==> src/rtl/ss_pkg.sv <==
// Shared definitions for the seven-segment scan driver: segment encodings
// (gfedcba, 1 = lit) and the output polarity helper.
package ss_pkg;

    localparam logic [6:0] SEG_BLANK = 7'b000_0000;

    localparam logic [6:0] HEX_0 = 7'h3F;
    localparam logic [6:0] HEX_1 = 7'h06;
    localparam logic [6:0] HEX_2 = 7'h5B;
    localparam logic [6:0] HEX_3 = 7'h4F;
    localparam logic [6:0] HEX_4 = 7'h66;
    localparam logic [6:0] HEX_5 = 7'h6D;
    localparam logic [6:0] HEX_6 = 7'h7D;
    localparam logic [6:0] HEX_7 = 7'h07;
    localparam logic [6:0] HEX_8 = 7'h7F;
    localparam logic [6:0] HEX_9 = 7'h6F;
    localparam logic [6:0] HEX_A = 7'h77;
    localparam logic [6:0] HEX_B = 7'h7C;
    localparam logic [6:0] HEX_C = 7'h39;
    localparam logic [6:0] HEX_D = 7'h5E;
    localparam logic [6:0] HEX_E = 7'h79;
    localparam logic [6:0] HEX_F = 7'h71;

    function automatic logic [6:0] hex_to_seg(input logic [3:0] h);
        logic [6:0] r;
        case (h)
            4'h0:    r = HEX_0;
            4'h1:    r = HEX_1;
            4'h2:    r = HEX_2;
            4'h3:    r = HEX_3;
            4'h4:    r = HEX_4;
            4'h5:    r = HEX_5;
            4'h6:    r = HEX_6;
            4'h7:    r = HEX_7;
            4'h8:    r = HEX_8;
            4'h9:    r = HEX_9;
            4'hA:    r = HEX_A;
            4'hB:    r = HEX_B;
            4'hC:    r = HEX_C;
            4'hD:    r = HEX_D;
            4'hE:    r = HEX_E;
            4'hF:    r = HEX_F;
            default: r = SEG_BLANK;
        endcase
        return r;
    endfunction

    // Maps logical (1 = on) levels to the physical pin level.
    function automatic logic [7:0] apply_pol8(input logic [7:0] v, input logic active_low);
        logic [7:0] r;
        if (active_low) begin
            r = ~v;
        end else begin
            r = v;
        end
        return r;
    endfunction

endpackage

==> src/rtl/ss_scan_timer.sv <==
// Scan timing for the segment driver: slot prescaler, digit index counting
// down from the leftmost digit, and the free-running blink counter.
module ss_scan_timer
    import ss_pkg::*;
#(
    parameter int NUM_DIGITS = 4,
    parameter int SCAN_BITS  = 15,
    parameter int BLINK_BITS = 24,
    parameter int IDX_W      = $clog2(NUM_DIGITS)
) (
    input  logic             clk,
    input  logic             rst_n,
    output logic [IDX_W-1:0] idx,
    output logic [3:0]       sub,
    output logic             blink_off,
    output logic             slot_end
);

    logic [SCAN_BITS-1:0]  presc_q, presc_d;
    logic [BLINK_BITS-1:0] blink_q, blink_d;
    logic [IDX_W-1:0]      idx_q, idx_d;
    logic                  slot_end_s;

    assign slot_end_s = &presc_q;

    // Next-state for the counters; index wraps explicitly so non-power-of-2 counts work.
    always_comb begin
        presc_d = presc_q + SCAN_BITS'(1);
        blink_d = blink_q + BLINK_BITS'(1);
        idx_d   = idx_q;
        if (slot_end_s) begin
            if (idx_q == IDX_W'(0)) begin
                idx_d = IDX_W'(NUM_DIGITS - 1);
            end else begin
                idx_d = idx_q - IDX_W'(1);
            end
        end else begin
            idx_d = idx_q;
        end
    end

    // Counter state registers.
    always_ff @(posedge clk or negedge rst_n) begin
        if (!rst_n) begin
            presc_q <= '0;
            blink_q <= '0;
            idx_q   <= IDX_W'(NUM_DIGITS - 1);
        end else begin
            presc_q <= presc_d;
            blink_q <= blink_d;
            idx_q   <= idx_d;
        end
    end

    assign idx       = idx_q;
    assign sub       = presc_q[SCAN_BITS-1 -: 4];
    assign blink_off = blink_q[BLINK_BITS-1];
    assign slot_end  = slot_end_s;

endmodule

==> src/rtl/ss_scan_mux.sv <==
// N-digit multiplexed seven-segment driver with per-frame input snapshot,
// per-digit blank/blink, 16-level brightness and configurable pin polarity.
module ss_scan_mux
    import ss_pkg::*;
#(
    parameter int NUM_DIGITS     = 4,
    parameter int SCAN_BITS      = 15,
    parameter int BLINK_BITS     = 24,
    parameter int AN_ACTIVE_LOW  = 1,
    parameter int SEG_ACTIVE_LOW = 1
) (
    input  logic                    clk,
    input  logic                    rst_n,
    input  logic [7*NUM_DIGITS-1:0] seg_in,
    input  logic [NUM_DIGITS-1:0]   dp_in,
    input  logic [NUM_DIGITS-1:0]   mask,
    input  logic [NUM_DIGITS-1:0]   blink,
    input  logic [3:0]              bright,
    output logic [6:0]              seg,
    output logic                    dp,
    output logic [NUM_DIGITS-1:0]   an,
    output logic                    frame_tick
);

    localparam int   IDX_W   = $clog2(NUM_DIGITS);
    localparam logic AN_LOW  = (AN_ACTIVE_LOW != 0);
    localparam logic SEG_LOW = (SEG_ACTIVE_LOW != 0);
    localparam logic [NUM_DIGITS-1:0] AN_OFF  = AN_LOW ? {NUM_DIGITS{1'b1}} : {NUM_DIGITS{1'b0}};
    localparam logic [NUM_DIGITS-1:0] AN_ONE  = {{(NUM_DIGITS-1){1'b0}}, 1'b1};
    localparam logic [6:0]            SEG_OFF = SEG_LOW ? 7'h7F : 7'h00;

    logic [IDX_W-1:0] idx_s;
    logic [3:0]       sub_s;
    logic             blink_off_s;
    logic             slot_end_s;

    ss_scan_timer #(
        .NUM_DIGITS (NUM_DIGITS),
        .SCAN_BITS  (SCAN_BITS),
        .BLINK_BITS (BLINK_BITS),
        .IDX_W      (IDX_W)
    ) u_timer (
        .clk       (clk),
        .rst_n     (rst_n),
        .idx       (idx_s),
        .sub       (sub_s),
        .blink_off (blink_off_s),
        .slot_end  (slot_end_s)
    );

    logic [7*NUM_DIGITS-1:0] snap_seg_q, snap_seg_d;
    logic [NUM_DIGITS-1:0]   snap_dp_q, snap_dp_d;
    logic [NUM_DIGITS-1:0]   snap_mask_q, snap_mask_d;
    logic [NUM_DIGITS-1:0]   snap_blink_q, snap_blink_d;
    logic [3:0]              snap_bright_q, snap_bright_d;
    logic                    load_pending_q, load_pending_d;
    logic                    frame_tick_q, frame_tick_d;
    logic [6:0]              seg_q, seg_d;
    logic                    dp_q, dp_d;
    logic [NUM_DIGITS-1:0]   an_q, an_d;

    logic                    frame_start_s;
    logic [6:0]              seg_arr_s [NUM_DIGITS];
    logic [6:0]              cur_seg_s;
    logic                    lit_s;
    logic [NUM_DIGITS-1:0]   an_oh_s;
    logic [7:0]              segdp_pol_s;

    assign frame_start_s = (slot_end_s && (idx_s == IDX_W'(0))) || load_pending_q;

    // Snapshot capture: inputs are only sampled at a frame boundary to avoid tearing.
    always_comb begin
        load_pending_d = load_pending_q & ~frame_start_s;
        frame_tick_d   = frame_start_s;
        if (frame_start_s) begin
            snap_seg_d    = seg_in;
            snap_dp_d     = dp_in;
            snap_mask_d   = mask;
            snap_blink_d  = blink;
            snap_bright_d = bright;
        end else begin
            snap_seg_d    = snap_seg_q;
            snap_dp_d     = snap_dp_q;
            snap_mask_d   = snap_mask_q;
            snap_blink_d  = snap_blink_q;
            snap_bright_d = snap_bright_q;
        end
    end

    // Lit decision for the current digit and conversion to physical pin levels.
    always_comb begin
        for (int k = 0; k < NUM_DIGITS; k++) begin
            seg_arr_s[k] = snap_seg_q[7*k +: 7];
        end
        cur_seg_s = seg_arr_s[idx_s];
        lit_s = (sub_s <= snap_bright_q)
              && !snap_mask_q[idx_s]
              && !(snap_blink_q[idx_s] && blink_off_s);
        if (lit_s) begin
            an_oh_s     = AN_ONE << idx_s;
            segdp_pol_s = apply_pol8({cur_seg_s, snap_dp_q[idx_s]}, SEG_LOW);
        end else begin
            an_oh_s     = '0;
            segdp_pol_s = apply_pol8({SEG_BLANK, 1'b0}, SEG_LOW);
        end
        seg_d = segdp_pol_s[7:1];
        dp_d  = segdp_pol_s[0];
        an_d  = an_oh_s ^ {NUM_DIGITS{AN_LOW}};
    end

    // Snapshot, control and output registers.
    always_ff @(posedge clk or negedge rst_n) begin
        if (!rst_n) begin
            snap_seg_q     <= '0;
            snap_dp_q      <= '0;
            snap_mask_q    <= {NUM_DIGITS{1'b1}};
            snap_blink_q   <= '0;
            snap_bright_q  <= 4'd0;
            load_pending_q <= 1'b1;
            frame_tick_q   <= 1'b0;
            seg_q          <= SEG_OFF;
            dp_q           <= SEG_LOW;
            an_q           <= AN_OFF;
        end else begin
            snap_seg_q     <= snap_seg_d;
            snap_dp_q      <= snap_dp_d;
            snap_mask_q    <= snap_mask_d;
            snap_blink_q   <= snap_blink_d;
            snap_bright_q  <= snap_bright_d;
            load_pending_q <= load_pending_d;
            frame_tick_q   <= frame_tick_d;
            seg_q          <= seg_d;
            dp_q           <= dp_d;
            an_q           <= an_d;
        end
    end

    assign seg        = seg_q;
    assign dp         = dp_q;
    assign an         = an_q;
    assign frame_tick = frame_tick_q;

endmodule

==> config.mk <==
export PLATFORM = sky130hd
export DESIGN_NAME = ss_scan_mux
export DESIGN_NICKNAME = d
export VERILOG_FILES = /design/src/rtl/ss_pkg.sv /design/src/rtl/ss_scan_timer.sv /design/src/rtl/ss_scan_mux.sv
export SDC_FILE = /design/constraint.sdc
export NUM_CORES = 1
export LEC_CHECK = 0
export ABC_AREA = 0
export CAP_MARGIN = 20
export CELL_PAD_IN_SITES_DETAIL_PLACEMENT = 1
export CELL_PAD_IN_SITES_GLOBAL_PLACEMENT = 2
export CORE_UTILIZATION = 25
export CTS_CLUSTER_DIAMETER = 80
export CTS_CLUSTER_SIZE = 28
export DETAILED_ROUTE_END_ITERATION = 6
export PLACE_DENSITY = 0.65
export RECOVER_POWER = 100
export SLEW_MARGIN = 20
export SYNTH_ARGS = -nofsm -noshare
export SYNTH_HDL_FRONTEND = slang
export SYNTH_HIERARCHICAL = 1
export SYNTH_SLANG_ARGS = --single-unit
==> constraint.sdc <==
create_clock -name clk -period 6.3 [get_ports clk]
set_input_delay 1.89 -clock clk [delete_from_list [all_inputs] [get_ports clk]]
set_output_delay 1.89 -clock clk [all_outputs]
set_load 0.02 [all_outputs]
==> impl_metrics.py, run 1 <==
metrics = {
    "outcome": {
        "status": "complete, but fails checks",
        "failed_checks": "capacitance limit, slew limit",
    },
    "sta": {
        "final.period_utilization_pct": 66.4,
        "post-route-min-period_ps": 4190,
        "hold_viol": 0,
        "relSlewSlack_pct": -95.2,
        "grt_setup_unrepaired": "no",
        "setup_viol": 0,
        "max_slew.worst_pin.slew_ps": 2920,
        "fin_setup_tns_ps": 0,
        "fin_worst_skew_ps": 8.60,
        "slew_violations": 94,
        "max_freq_mhz": 239,
    },
    "detailed_routing": {
        "post_drt_via_cell_ratio": 4.17,
        "drc_errors": 0,
        "drtPass1Iterations": 2,
        "totalWireLength_um": 8750,
        "routed-via-count": 2455,
        "wl_per_cell_um": 14.9,
        "ant_nets": 0,
        "drtIter0Drc": 67,
    },
    "clocking": {
        "htree_num_levels": 3,
        "clk_path_buf_depth": 2,
        "cts_setup_buffers": 0,
        "cts_tree": "yes",
        "postCtsHoldBufs": 0,
        "cts_root_buffer": "clkbuf_16",
        "ctsResizeCount": 0,
        "numClockSinks": 99,
        "clk_pin_slew_ps": 70,
        "insertion_delay_ps": 350,
        "numCtsBuffers": 9,
    },
    "floorplan": {
        "core-area_mm2": 0.0166,
        "start_util_pct": 25.7,
        "die_h_um": 133,
        "floorplan.die_area_mm2": 0.0177,
        "num_rows": 47,
        "top_level_ports": 59,
        "fp.dieW_um": 133,
    },
    "finish": {
        "regArea_mm2": 0.00250,
        "multi_input_area_mm2": 0.00157,
        "final_area_mm2": 0.00526,
        "final_nets": 418,
        "diodes": 0,
        "fillers": 1776,
        "drive_gt1_share_pct": 24.1,
        "mostFrequentLayoutCell": "dfrtp_1",
        "area_growth_syn_to_layout_pct": 22.7,
        "final_cell_mix": "dfrtp_1, mux2_2, clkdlybuf4s50_1, xnor2_1, dfstp_2",
    },
    "critical_path": {
        "path_class": "reg -> reg",
        "start_kind": "flop",
        "path_max_fanout": 16,
        "crit_required_ps": 6450,
        "cp-end-kind": "flop",
        "crit_arrival_ps": 4340,
    },
    "synth": {
        "async_flop_share_pct": 100,
        "netlist_top_cells_area": "dfrtp_1, dfstp_2, mux2_2",
        "synth-compound-area-share_pct": 1.17,
        "synthMuxAreaShare_pct": 17.3,
        "synth_edf_count": 0,
        "synth_top_family_by_area": "multiplexers",
        "syn_nets": 361,
        "synth_flop_cell": "dfrtp_1",
        "ys_types": 36,
        "ys_ff_latch": 99,
        "synthXorXnorAreaFrac_pct": 7.15,
        "synth_top_area_share_pct": 46.7,
        "synthSimpleGateAreaFrac_pct": 10.1,
        "synth.avg_cell_area_um2": 13.9,
        "yosysWarnings": 6,
        "yosys.area.top_type": "dfrtp_1",
        "synthesis.area_mm2": 0.00429,
        "ys_seq_area_share_pct": 58.4,
        "syn_inst": 308,
        "synth_fa_ha_area_share_pct": 2.04,
    },
    "placement": {
        "gp_congestion": 0.661,
        "dpl.hpwl_um": 6080,
        "port_buffers": 58,
        "placed_area_mm2": 0.00506,
    },
    "min_path": {
        "hold_path_class": "reg -> reg",
    },
    "global_routing": {
        "track_usage_pct": 11.1,
        "grt_max_degree": 59,
        "grt_pass1_vias": 2774,
        "grt_remaining_overflow": 0,
        "antenna_found_initial": 0,
        "grt_pass1_wl_um": 15000,
    },
    "pwr": {
        "leakagePower_nw": 2.16,
        "total_power_mw": 1.31,
        "powerDensity_mw_per_mm2": 250,
        "peakVddDrop_mv": 0.183,
    },
    "job": {
        "cap_viol_max_count": 3,
    },
}
## synthesized netlist by cell type, types with 4 or more instances
master,count
xnor2_1,21
nor3_1,4
dfrtp_1,80
mux2i_1,4
nor2_1,11
ha_1,7
buf_4,4
inv_1,17
mux4_2,8
mux2_2,44
xor2_1,14
nor4_1,4
buf_2,6
nand3_1,15
nand2_1,18
dfstp_2,19
nand4_1,10
## worst max-delay path, cell delays in order (launching register included)
cell	delay, ps
dfstp_2	870
mux4_2	620
a2111oi_1	2240
nand2_1	230
## cell type report
type	count	share of cell area [%]
inverters	17	1.21
multi-input cells	178	29.9
repair buffers	60	11.1
flip-flops and latches	99	47.6
well taps	220	5.24
clock buffers	10	4.36
clock inverters	5	0.595
## where the power goes
group	internal [mW]	switching (mW)	leakage, nW
sequential	0.678	0.0160	1.19
clock	0.264	0.235	0.128
combinational	0.0704	0.0510	0.834
## metal layers
layer / track usage [%] / vias to the layer above / wire length [µm]
met2: 18.4 / 28 / 4360
met4: 3.00 / 0 / 93
li1: - / 1170 / -
met1: 13.8 / 1249 / 3990
met3: 3.75 / 8 / 299
met5: 0 / - / 0
## logic make-up (layout without fill, tap and decap cells)
kind of cell / Yosys count / after routing
adder cells (fa/ha/maj): 7 / 7
AND/OR/NAND/NOR: 74 / 74
AO/OA/AOI/OAI: 4 / 4
flip-flops: 99 / 99
buffers and inverters: 31 / 92
multiplexers: 57 / 57
other: 1 / 1
XOR/XNOR: 35 / 35
## metrics by stage
step                hold slack (ps)  worst slack (ps)  util, %  instances
global route                    487              1660     31.6        589
detailed placement              459              3140     30.4        574
floorplan                       438              3860        -        308
global placement                458              3220     30.4        574
finish                          466              2110     31.6        589
CTS                             475              2910     32.0        589
## registers in the layout (all words and copies together) (netlist names), 4 cells and up
signal / cells
an: 4
seg: 7
snap_blink_q: 4
snap_bright_q: 4
snap_dp_q: 4
snap_mask_q: 4
snap_seg_q: 28
u_timer/blink_q: 24
u_timer/presc_q: 15
## path summary, 6_finish.rpt
| kind | start | endpoint | slack, ps | cells after the start |
|---|---|---|---|---|
| max in group asynchronous | rst_n | snap_bright_q[3] | 2330 | 2 |
| min | u_timer/blink_q[18] | u_timer/blink_q[18] | 470 | 1 |
| max reg2reg | u_timer/idx[0] | seg[2] | 2110 | 3 |
| max | u_timer/idx[0] | seg[2] | 2110 | 3 |
| min reg2reg | u_timer/blink_q[18] | u_timer/blink_q[18] | 470 | 1 |
| min in group asynchronous | rst_n | snap_seg_q[0] | 2230 | 1 |
No activity file was read; power rests on OpenSTA's default activity.
==> run 2: changes to the inputs <==
==> constraint.sdc (replaced) <==
create_clock -name clk -period 4.1 [get_ports clk]
set_input_delay 1.23 -clock clk [delete_from_list [all_inputs] [get_ports clk]]
set_output_delay 1.23 -clock clk [all_outputs]
set_load 0.02 [all_outputs]
==> run 2 against run 1 <==
The run still ends with capacitance limit, slew limit left; sequential power is 54% higher; first-iteration DRC count decreased by 6.0%; setup slack lost 930 ps; global-route usage decreased by 0.21 points; count of clock-buffer cells in the layout grew 2; power increased by 72%; via count up 1.9%; sequential share of layout area is 1.1 points lower; critical endpoint is now an[3].
==> impl_metrics.py, run 2 (synthesis results as in run 1) <==
metrics = {
    "clocking": {
        "cts_setup_buffers": 0,
        "numCtsBuffers": 9,
        "insertion_delay_ps": 350,
        "clk_pin_slew_ps": 70,
        "htree_num_levels": 3,
        "numClockSinks": 99,
        "postCtsHoldBufs": 0,
        "clk_path_buf_depth": 2,
        "ctsResizeCount": 0,
        "cts_root_buffer": "clkbuf_16",
        "cts_tree": "yes",
    },
    "floorplan": {
        "start_util_pct": 25.7,
        "floorplan.die_area_mm2": 0.0177,
        "fp.dieW_um": 133,
        "die_h_um": 133,
        "core-area_mm2": 0.0166,
        "top_level_ports": 59,
        "num_rows": 47,
    },
    "sta": {
        "grt_setup_unrepaired": "no",
        "fin_setup_tns_ps": 0,
        "max_freq_mhz": 343,
        "relSlewSlack_pct": -3.08,
        "post-route-min-period_ps": 2910,
        "fin_worst_skew_ps": 8.33,
        "hold_viol": 0,
        "setup_viol": 0,
        "final.period_utilization_pct": 71.1,
        "max_slew.worst_pin.slew_ps": 1540,
        "slew_violations": 13,
    },
    "min_path": {
        "hold_path_class": "reg -> reg",
    },
    "finish": {
        "final_area_mm2": 0.00538,
        "final_nets": 418,
        "largest_reg_flops": 28,
        "final_cell_mix": "dfrtp_1, mux2_2, clkdlybuf4s50_1, xnor2_1, dfstp_2",
        "top_regs": "snap_seg_q: 28 flops, u_timer/blink_q: 24 flops, u_timer/presc_q: 15 flops",
        "area_growth_syn_to_layout_pct": 25.5,
        "fillers": 1758,
        "mostFrequentLayoutCell": "dfrtp_1",
        "diodes": 0,
        "final_util_pct": 32.3,
        "max_flop_register": "snap_seg_q",
        "drive_gt1_share_pct": 25.7,
    },
    "critical_path": {
        "crit_required_ps": 4330,
        "cp-end-kind": "flop",
        "crit_path_top_delay_cell": "a2111oi_2",
        "cp_slowest_stage_delay_ps": 1190,
        "start_kind": "flop",
        "cp_cell_sequence": "mux4_2 -> a2111oi_2 -> nand3_1",
        "path_max_fanout": 16,
        "rrSetupSlack_ps": 1190,
        "crit_arrival_ps": 3140,
        "path_class": "reg -> reg",
    },
    "placement": {
        "gp_congestion": 0.681,
        "placed_area_mm2": 0.00508,
        "port_buffers": 58,
        "dpl.hpwl_um": 6110,
    },
    "pwr": {
        "p_clk_share_pct": 44.5,
        "p_sw_mw": 0.466,
        "p_seq_share_pct": 47.2,
        "peakVddDrop_mv": 0.234,
        "total_power_mw": 2.26,
        "powerDensity_mw_per_mm2": 420,
        "power_frac_comb_pct": 8.3,
        "leakagePower_nw": 2.22,
        "internal_power_mw": 1.79,
        "p_sw_share_pct": 20.6,
    },
    "outcome": {
        "failed_checks": "capacitance limit, slew limit",
        "status": "complete, but fails checks",
    },
    "detailed_routing": {
        "drtIter0Drc": 63,
        "ant_nets": 0,
        "wl_per_cell_um": 14.7,
        "totalWireLength_um": 8680,
        "routed-via-count": 2501,
        "drc_errors": 0,
        "post_drt_via_cell_ratio": 4.24,
        "drtPass1Iterations": 4,
    },
    "global_routing": {
        "grt_pass1_vias": 2888,
        "grt_pass1_wl_um": 14800,
        "grt_max_degree": 51,
        "antenna_found_initial": 0,
        "grt_remaining_overflow": 0,
        "track_usage_pct": 10.9,
    },
    "job": {
        "cap_viol_max_count": 1,
    },
}
-- run 2: metal layers --
layer  vias to the layer above  GRT usage (%)  share of wire, %
li1                       1176              -                 -
met1                      1282           13.3                43
met2                        36           18.2                52
met3                         7           3.45               4.3
met4                         0           3.45               1.3
met5                         -              0                 0
-- run 2: critical path: cells and delay by family (launching register included) --
family,cells,cell delay (ps)
muxes,1,580
AOI/OAI and AO/OA,1,1190
and+or+nand+nor,1,170
DFF,1,840
-- run 2: final timing paths --
path / from / to / cells after the start
min reg2reg: u_timer/blink_q[22] / u_timer/blink_q[22] / 1
min: u_timer/blink_q[22] / u_timer/blink_q[22] / 1
min in group asynchronous: rst_n / snap_seg_q[26] / 1
max: u_timer/idx[0] / an[3] / 3
max in group asynchronous: rst_n / snap_seg_q[27] / 2
max reg2reg: u_timer/idx[0] / an[3] / 3
-- run 2: power by group through the flow --
| stage | Combinational, mW | Clock (mW) | Sequential [mW] |
|---|---|---|---|
| 6_report | 0.187 | 1.01 | 1.07 |
| 5_1_grt | 0.207 | 1.07 | 1.07 |
| 4_1_cts | 0.200 | 1.04 | 1.07 |
| 3_5_place_dp | 0.199 | 0 | 1.09 |
| 3_3_place_gp | 0.194 | 0 | 1.08 |
| 2_1_floorplan | 0.0850 | 0 | 1.09 |
-- run 2: area by class of cell --
class / count / area, µm² / share of cell area [%]
tap: 220 / 275 / 5.12
clock buffer: 12 / 267 / 4.95
multi-input combinational: 178 / 1590 / 29.5
timing repair buffer: 60 / 591 / 11.0
clock inverter: 4 / 95.1 / 1.77
inverter: 17 / 63.8 / 1.19
sequential: 99 / 2500 / 46.5
-- run 2: through the flow --
stage	cells	worst slack, ps	hold WS [ps]
after detailed placement	574	1530	466
after CTS	590	1350	479
after global routing	590	927	507
after global placement	574	1530	454
final	590	1190	476
after floorplan	308	2010	438
